$ cat src/rtl/fb_arb_pkg.sv
// fb_arb_pkg: shared types and default parameters for the frame-buffer SDRAM arbiter.
package fb_arb_pkg;
    typedef enum logic {OWNER_DISP = 1'b0, OWNER_RAST = 1'b1} owner_e;
    localparam int ADDR_W_DEF          = 25;
    localparam int DATA_W_DEF          = 16;
    localparam int MAX_OUTSTANDING_DEF = 8;
    localparam int STARVE_LIMIT_DEF    = 16;
endpackage

$ cat src/rtl/arb_owner_fifo.sv
// arb_owner_fifo: in-order record of which master issued each read in flight.
module arb_owner_fifo
    import fb_arb_pkg::*;
#(
    parameter int DEPTH = MAX_OUTSTANDING_DEF,
    localparam int CW = $clog2(DEPTH + 1),
    localparam int PW = (DEPTH > 1) ? $clog2(DEPTH) : 1
) (
    input  logic          clk,
    input  logic          reset_n,
    input  logic          push,
    input  owner_e        din,
    input  logic          pop,
    output owner_e        dout,
    output logic          full,
    output logic          empty,
    output logic [CW-1:0] count
);
    owner_e mem [DEPTH];
    logic [PW-1:0] wr_ptr, rd_ptr;
    logic do_push, do_pop;

    function automatic logic [PW-1:0] nxt(input logic [PW-1:0] p);
        return (p == PW'(DEPTH - 1)) ? '0 : p + 1'b1;
    endfunction

    assign do_push = push & ~full;
    assign do_pop  = pop & ~empty;
    assign dout    = mem[rd_ptr];
    assign full    = (count == CW'(DEPTH));
    assign empty   = (count == '0);

    always_ff @(posedge clk or negedge reset_n) begin
        if (!reset_n) begin
            wr_ptr <= '0;
            rd_ptr <= '0;
            count  <= '0;
            for (int i = 0; i < DEPTH; i++) mem[i] <= OWNER_DISP;
        end else begin
            if (do_push) begin
                mem[wr_ptr] <= din;
                wr_ptr      <= nxt(wr_ptr);
            end
            if (do_pop) rd_ptr <= nxt(rd_ptr);
            count <= count + CW'(do_push) - CW'(do_pop);
        end
    end
endmodule

$ cat src/rtl/fb_mem_arbiter.sv
// fb_mem_arbiter: shares one SDRAM controller between display scan-out (priority)
// and the rasterizer, with starvation protection and in-order response routing.
module fb_mem_arbiter
    import fb_arb_pkg::*;
#(
    parameter int ADDR_W          = ADDR_W_DEF,
    parameter int DATA_W          = DATA_W_DEF,
    parameter int MAX_OUTSTANDING = MAX_OUTSTANDING_DEF,
    parameter int STARVE_LIMIT    = STARVE_LIMIT_DEF,
    localparam int BE_W = DATA_W / 8,
    localparam int CW   = $clog2(MAX_OUTSTANDING + 1),
    localparam int SW   = $clog2(STARVE_LIMIT + 1)
) (
    input  logic              clk,
    input  logic              reset_n,
    input  logic [ADDR_W-1:0] m0_address,
    input  logic              m0_read,
    output logic              m0_waitrequest,
    output logic [DATA_W-1:0] m0_readdata,
    output logic              m0_readdatavalid,
    input  logic [ADDR_W-1:0] m1_address,
    input  logic              m1_read,
    input  logic              m1_write,
    input  logic [DATA_W-1:0] m1_writedata,
    input  logic [BE_W-1:0]   m1_byteenable,
    output logic              m1_waitrequest,
    output logic [DATA_W-1:0] m1_readdata,
    output logic              m1_readdatavalid,
    output logic [ADDR_W-1:0] s_address,
    output logic              s_read,
    output logic              s_write,
    output logic [DATA_W-1:0] s_writedata,
    output logic [BE_W-1:0]   s_byteenable,
    input  logic              s_waitrequest,
    input  logic [DATA_W-1:0] s_readdata,
    input  logic              s_readdatavalid,
    output logic [CW-1:0]     outstanding,
    output logic              err_orphan
);
    logic req0, req1, gnt_v, gnt_m1, lock_q, lock_m1_q;
    logic full, empty, accept, pop;
    logic [SW-1:0] starve_cnt;
    owner_e head;

    always_comb begin
        req0   = m0_read;
        req1   = m1_read | m1_write;
        gnt_v  = lock_q | req0 | req1;
        gnt_m1 = lock_q ? lock_m1_q : (req0 && starve_cnt < SW'(STARVE_LIMIT)) ? 1'b0 : req1;
        // A read blocked by a full owner FIFO is never presented, so it cannot form a lock.
        s_read         = reset_n & gnt_v & (gnt_m1 ? m1_read : m0_read) & ~full;
        s_write        = reset_n & gnt_v & gnt_m1 & m1_write;
        s_address      = gnt_m1 ? m1_address : m0_address;
        s_writedata    = m1_writedata;
        s_byteenable   = m1_byteenable;
        m0_waitrequest = ~(gnt_v & ~gnt_m1) | s_waitrequest | full;
        m1_waitrequest = ~(gnt_v & gnt_m1) | s_waitrequest | (m1_read & full);
        accept         = (s_read | s_write) & ~s_waitrequest;
        pop            = s_readdatavalid & ~empty;
        m0_readdata      = s_readdata;
        m1_readdata      = s_readdata;
        m0_readdatavalid = pop & (head == OWNER_DISP);
        m1_readdatavalid = pop & (head == OWNER_RAST);
    end

    arb_owner_fifo #(.DEPTH(MAX_OUTSTANDING)) u_owner_fifo (
        .clk     (clk),
        .reset_n (reset_n),
        .push    (accept & s_read),
        .din     (gnt_m1 ? OWNER_RAST : OWNER_DISP),
        .pop     (pop),
        .dout    (head),
        .full    (full),
        .empty   (empty),
        .count   (outstanding)
    );

    always_ff @(posedge clk or negedge reset_n) begin
        if (!reset_n) begin
            lock_q     <= 1'b0;
            lock_m1_q  <= 1'b0;
            starve_cnt <= '0;
            err_orphan <= 1'b0;
        end else begin
            lock_q    <= (s_read | s_write) & s_waitrequest;
            lock_m1_q <= gnt_m1;
            if (!req1 || (accept && gnt_m1)) starve_cnt <= '0;
            else if (accept && starve_cnt < SW'(STARVE_LIMIT)) starve_cnt <= starve_cnt + 1'b1;
            if (s_readdatavalid && empty) err_orphan <= 1'b1;
        end
    end
endmodule
$ cat config.mk
export PLATFORM = sky130hd
export DESIGN_NAME = fb_mem_arbiter
export DESIGN_NICKNAME = d
export VERILOG_FILES = /design/src/rtl/fb_arb_pkg.sv /design/src/rtl/arb_owner_fifo.sv /design/src/rtl/fb_mem_arbiter.sv
export SDC_FILE = /design/constraint.sdc
export NUM_CORES = 1
export LEC_CHECK = 0
export BUFFER_PORTS_ARGS = -buffer_cell sky130_fd_sc_hd__buf_2
export CAP_MARGIN = 20
export CORE_MARGIN = 10
export CORE_UTILIZATION = 44
export DETAILED_ROUTE_END_ITERATION = 7
export PLACE_DENSITY = 0.88
export SYNTH_ARGS = -nofsm -noshare
export SYNTH_HDL_FRONTEND = slang
export SYNTH_SLANG_ARGS = --single-unit
$ cat constraint.sdc
create_clock -name clk -period 4.36 [get_ports clk]
set_input_delay 0.654 -clock clk [delete_from_list [all_inputs] [get_ports clk]]
set_output_delay 0.654 -clock clk [all_outputs]
set_load 0.005 [all_outputs]
### Word level (Yosys, flattened, before mapping)

Cells that the tools add are included.

* add/subtract/negate cells: 5
* equal/unequal tests: 3
* bitwise gates (word level): 33
* mux-type cells: 15
* magnitude comparators: 4
* reduce and logical (&&, ||, !) cells: 9

Operators by type and width (number)
* $mux 25: 1
* $and 1x1->1: 16
* $mux 5: 2
* $bwmux 8: 1
* $ge 4x4->1 const B: 2
* $not 3->4: 2
* $or 1x1->1: 8
* $mux 1: 7
* $not 1->1: 7
* $add 3x1->3 const B: 2
* $eq 3x3->1 const B: 2
* $mux 3: 2
* $add 5x1->5 const B: 1
* $logic_and 1x1->1: 5
* $lt 5x5->1 const B: 1
* $add 4x1->4: 1
* $eq 4x4->1 const B: 1
* $logic_not 4->1: 1
* $lt 4x1->1 const B: 1
* $sub 4x1->4: 1
* $bmux 1 s3: 1
* $demux 1 s3: 1
* $reduce_bool 2->1: 1
* $logic_not 1->1: 1
* $logic_or 1x1->1: 1

* logic and storage cells: 84
* input bits: 91
* register bits after elaboration: 26
* output and inout bits: 86

### Logic depth before layout (Yosys ltp)

* word-level depth: 13
* gate-level depth with buffers: 11
* mapped depth without buffers: 11

### Modules after synthesis

Synthesis repeated with hierarchy kept, for this count alone.

* cells, all modules: 218
* area total of the unflattened synthesis: 2273.4 um^2

By module, submodules not included
* fb_mem_arbiter: cells an instance 141, instances 1, area an instance 1247.4 um^2, sequential area each 200.2 um^2
* arb_owner_fifo: cells an instance 77, instances 1, area an instance 1026.0 um^2, sequential area each 450.4 um^2

### Worst setup path after synthesis

Ideal clock, no wire load.

* kind: input to output
* start point: input port m1_write
* end point: output port m0_waitrequest
* arrival: 1.616 ns
* data required time: 3.706 ns
* path buffers: 1
* path slack: 2.090 ns
* stages: 4
* path through: o21bai_1 o21ai_1 buf_4 or4_1

* cells in the longest elaborated chain, start to end: 8
* elaborated cells between the ends (all ways): 9
* those cells by class: 2 x mux; 7 x bitwise

Ends and longest elaborated chain
* start: declaration: line fb_mem_arbiter.sv:23 `input logic m1_write,`
* $or 1x1->1 *: line fb_mem_arbiter.sv:47 `req1 = m1_read | m1_write;`
* $mux 1 (2 in series): line fb_mem_arbiter.sv:49 `gnt_m1 = lock_q ? lock_m1_q : (req0 && starve_cnt < SW'(STARVE_LIMIT)) ? 1'b0 : req1;`
* $not 1->1: line fb_mem_arbiter.sv:56 `m0_waitrequest = ~(gnt_v & ~gnt_m1) | s_waitrequest | full;`
* $and 1x1->1 *: line fb_mem_arbiter.sv:56
* $not 1->1 *: line fb_mem_arbiter.sv:56
* $or 1x1->1 * (2 in series): line fb_mem_arbiter.sv:56
* end: declaration: line fb_mem_arbiter.sv:18 `output logic m0_waitrequest,`

Mark *: on every way between the ends. The rest lies on a longest branch, timed or not.

### Worst setup path in the final report

* start point: register lock_q
* end point: output port s_address[5]

* cells in the longest elaborated chain, start to end: 2

Ends and longest elaborated chain
* start: declaration: line fb_mem_arbiter.sv:40 `logic req0, req1, gnt_v, gnt_m1, lock_q, lock_m1_q;`
* start signal: assignment: line fb_mem_arbiter.sv:85 `lock_q <= (s_read | s_write) & s_waitrequest;`
* $mux 1: line fb_mem_arbiter.sv:49
* $mux 25: line fb_mem_arbiter.sv:53 `s_address = gnt_m1 ? m1_address : m0_address;`
* end: declaration: line fb_mem_arbiter.sv:29 `output logic [ADDR_W-1:0] s_address,`

Every way passes these cells.

==> metrics.cfg <==
[setup_path]
cp.required_ps = 3710
path_max_fanout = 32
slowest_stage = dfrtp_1
worstPathCellList = o21bai_1, o21ai_4, buf_16, mux2_2, buf_2
critPathArrivalTime_ps = 2140
critPathTopFamily = compound AO/OA/AOI/OAI gates
slowest_delay_ps = 490
worst-path-buf-inv = 2
path_class = register to output port
cp-start-kind = register
crit_path_end_kind = output port

[synth]
synth_edf_count = 0
ys_ff_latch = 26
syn_area_per_cell_um2 = 10.1
synth_area_um2 = 2290
synthFlopType = dfrtp_1
syn-num-nets = 331
async_reset_ff_share_pct = 100
synthCells = 228
synth-seq-area-share_pct = 28.4
yosysWarnings = 0
ys_types = 45

[global_route]
grt_pass1_vias = 1781
grt.busiest_layer = met2
met3_usage_pct = 4.89
grt_usage_pct = 12.7
grt_pass1_wl_um = 9120
grt_start_max_net_pins = 42
grt_overflow = 0
antenna_found_initial = 0
grt.met2_usage_pct = 21.2
grtUsageMet1_pct = 14.3

[sta]
rsz0062_at_grt = no
worstMarginPinSlew_ps = 506
max_freq_mhz = 358
layout_min_cycle_time_ps = 2790
finalHoldViolCount = 0
min_period_over_period_pct = 64.0
holdWs_ps = 362
slew_headroom_pct = 66.2
drv_slew = 0
tns_ps = 0
clock-skew-final_ps = 4.39
setup_viol = 0

[power]
p_leak_uw = 0.00126
sw_frac_of_total_pct = 36.7
p_per_area_nw_per_um2 = 431
switchingPower_uw = 398
pwr-share-comb_pct = 47.0
seqPwrFrac_pct = 38.3
peakVddDrop_uv = 269
clock_power_share_pct = 14.7
internal_power_uw = 686

[cts]
postCtsSetupRepairBufs = 0
cts_tree = built
ctsHoldBuffers = 0
cts_buffers = 3
clock-sinks = 26
clockBufferDepth = 2
root_buffer = clkbuf_8
clkTransAtPathRegs_ps = 90
clock_latency_ps = 270
htreeDepth = 1
post_cts_resized = 0

[route]
post_drt_via_cell_ratio = 5.23
wirelength_um = 5800
antenna_left = 0
drtPass1Iterations = 5
wire_per_inst_um = 17.2
drc_errors = 0
drt-initial-drc-count = 117
vias = 1768

[floorplanning]
dieArea_um2 = 8500
core_area_um2 = 5070
start_util_pct = 45.2
die_h_um = 92.2
rows = 26
die_w_um = 92.2
ios = 177

[final_layout]
ff_latch_area_um2 = 651
drive_gt1_share_pct = 55.6
nNetsFinal = 372
fillCellCount = 476
layout_commonest_cell = buf_2
antenna_cells = 0
multi_input_area_um2 = 1180
layout_common_cells = buf_2 (92), mux2_2 (37), dfrtp_1 (26)
syn_to_final_growth_pct = 9.49

[placed_design]
port_buffers = 92
routabilityCongestion = 0.914
dpl.hpwl_um = 4700

[status]
status = finished, final reports clean

[job]
max_cap_violations = 0

[worst_hold_path]
min_path_type = input pin to async pin

==> logic make-up (layout without fill, tap and decap cells) <==
| logic type | after synthesis | after routing | synth area share [%] |
|---|---|---|---|
| buffers and inverters | 69 | 109 | 20.6 |
| and+or+nand+nor | 52 | 52 | 12.7 |
| muxes | 41 | 41 | 21.0 |
| AOI/OAI and AO/OA | 26 | 26 | 9.65 |
| DFF | 26 | 26 | 28.4 |
| adders and majority gates | 12 | 12 | 6.87 |
| xor gates and xnor gates | 2 | 2 | 0.763 |
==> final timing paths <==
kind	to	slack (ps)	startpoint	depth (start not counted)
setup / recovery	s_address[5]	1570	lock_q	5
hold / removal	u_owner_fifo.mem[7]	360	reset_n	2
setup reg to reg	u_owner_fifo.count[2]	2110	lock_q	8
hold reg to reg	err_orphan	500	err_orphan	1
max in group asynchronous	u_owner_fifo.count[2]	3740	reset_n	2
min in group clk	err_orphan	500	err_orphan	1
==> cells in the mapped netlist (2+ instances only) <==
cell      number  area, um^2
nor3_1         4        20.0
buf_4         52         390
nand2_1       10        37.5
dfrtp_1       26         651
nand3_1        3        15.0
a31o_2         3        26.3
and2b_1        2        15.0
mux4_2         2        45.0
nand2b_1       4        25.0
mux2_2        37         417
nor2b_1        3        18.8
buf_2          3        15.0
a21oi_1        7        35.0
and3_1         2        12.5
nand4b_1       3        26.3
xor2_1         2        17.5
nand4_1        6        37.5
nor2_1         7        26.3
buf_6          2        22.5
inv_1         11        41.3
o21ai_0        3        15.0
or3b_1         2        17.5
ha_1          11         138
a21o_1         2        15.0
==> through the flow <==
stage / util [%] / area, um^2 / std cells / power (uW) / worst slack, ps
after floorplan: - / 2290 / 228 / 787 / 2090
after global placement: 47.9 / 2430 / 333 / 897 / 1380
after detailed placement: 47.9 / 2430 / 333 / 927 / 1260
after CTS: 49.0 / 2480 / 337 / 1090 / 1240
after global routing: 49.5 / 2510 / 338 / 1180 / 1440
final: 49.5 / 2510 / 338 / 1080 / 1570
==> registers in the layout, summed over array words and instances (netlist names) <==
signal and flops:
err_orphan 1, u_owner_fifo.rd_ptr 3, u_owner_fifo.mem 8, lock_q 1
u_owner_fifo.count 4, starve_cnt 5, lock_m1_q 1, u_owner_fifo.wr_ptr 3
==> power by group through the flow <==
| stage | combinational, uW | sequential, uW | clock, uW |
|---|---|---|---|
| after floorplan | 396 | 391 | 0 |
| after global placement | 485 | 412 | 0 |
| after detailed placement | 508 | 419 | 0 |
| after CTS | 512 | 414 | 161 |
| after global routing | 574 | 431 | 172 |
| final | 509 | 415 | 159 |
==> layout make-up <==
type / instances / area share (%)
Timing Repair Buffer: 94 / 19.7
Tap cell: 70 / 3.49
Sequential cell: 26 / 25.9
Multi-Input combinational cell: 133 / 47.1
Inverter: 11 / 1.64
Clock buffer: 4 / 2.19
==> metal layers <==
| layer | wire length (um) | share of wire, % |
|---|---|---|
| met1 | 2200 | 38 |
| met2 | 2900 | 50 |
| met3 | 511 | 8.8 |
| met4 | 186 | 3.2 |
| met5 | 0 | 0 |
==> worst reg2reg max path: cells and delay by family, from the launching register on <==
kind                     cells  cell delay [ps]
adder cells (fa/ha/maj)      2              590
flip-flops                   1              490
AO/OA/AOI/OAI                2              480
AND/OR/NAND/NOR              2              380
XOR/XNOR                     1              150
buffers and inverters        1               70
No activity file was read; power rests on OpenSTA's default activity.
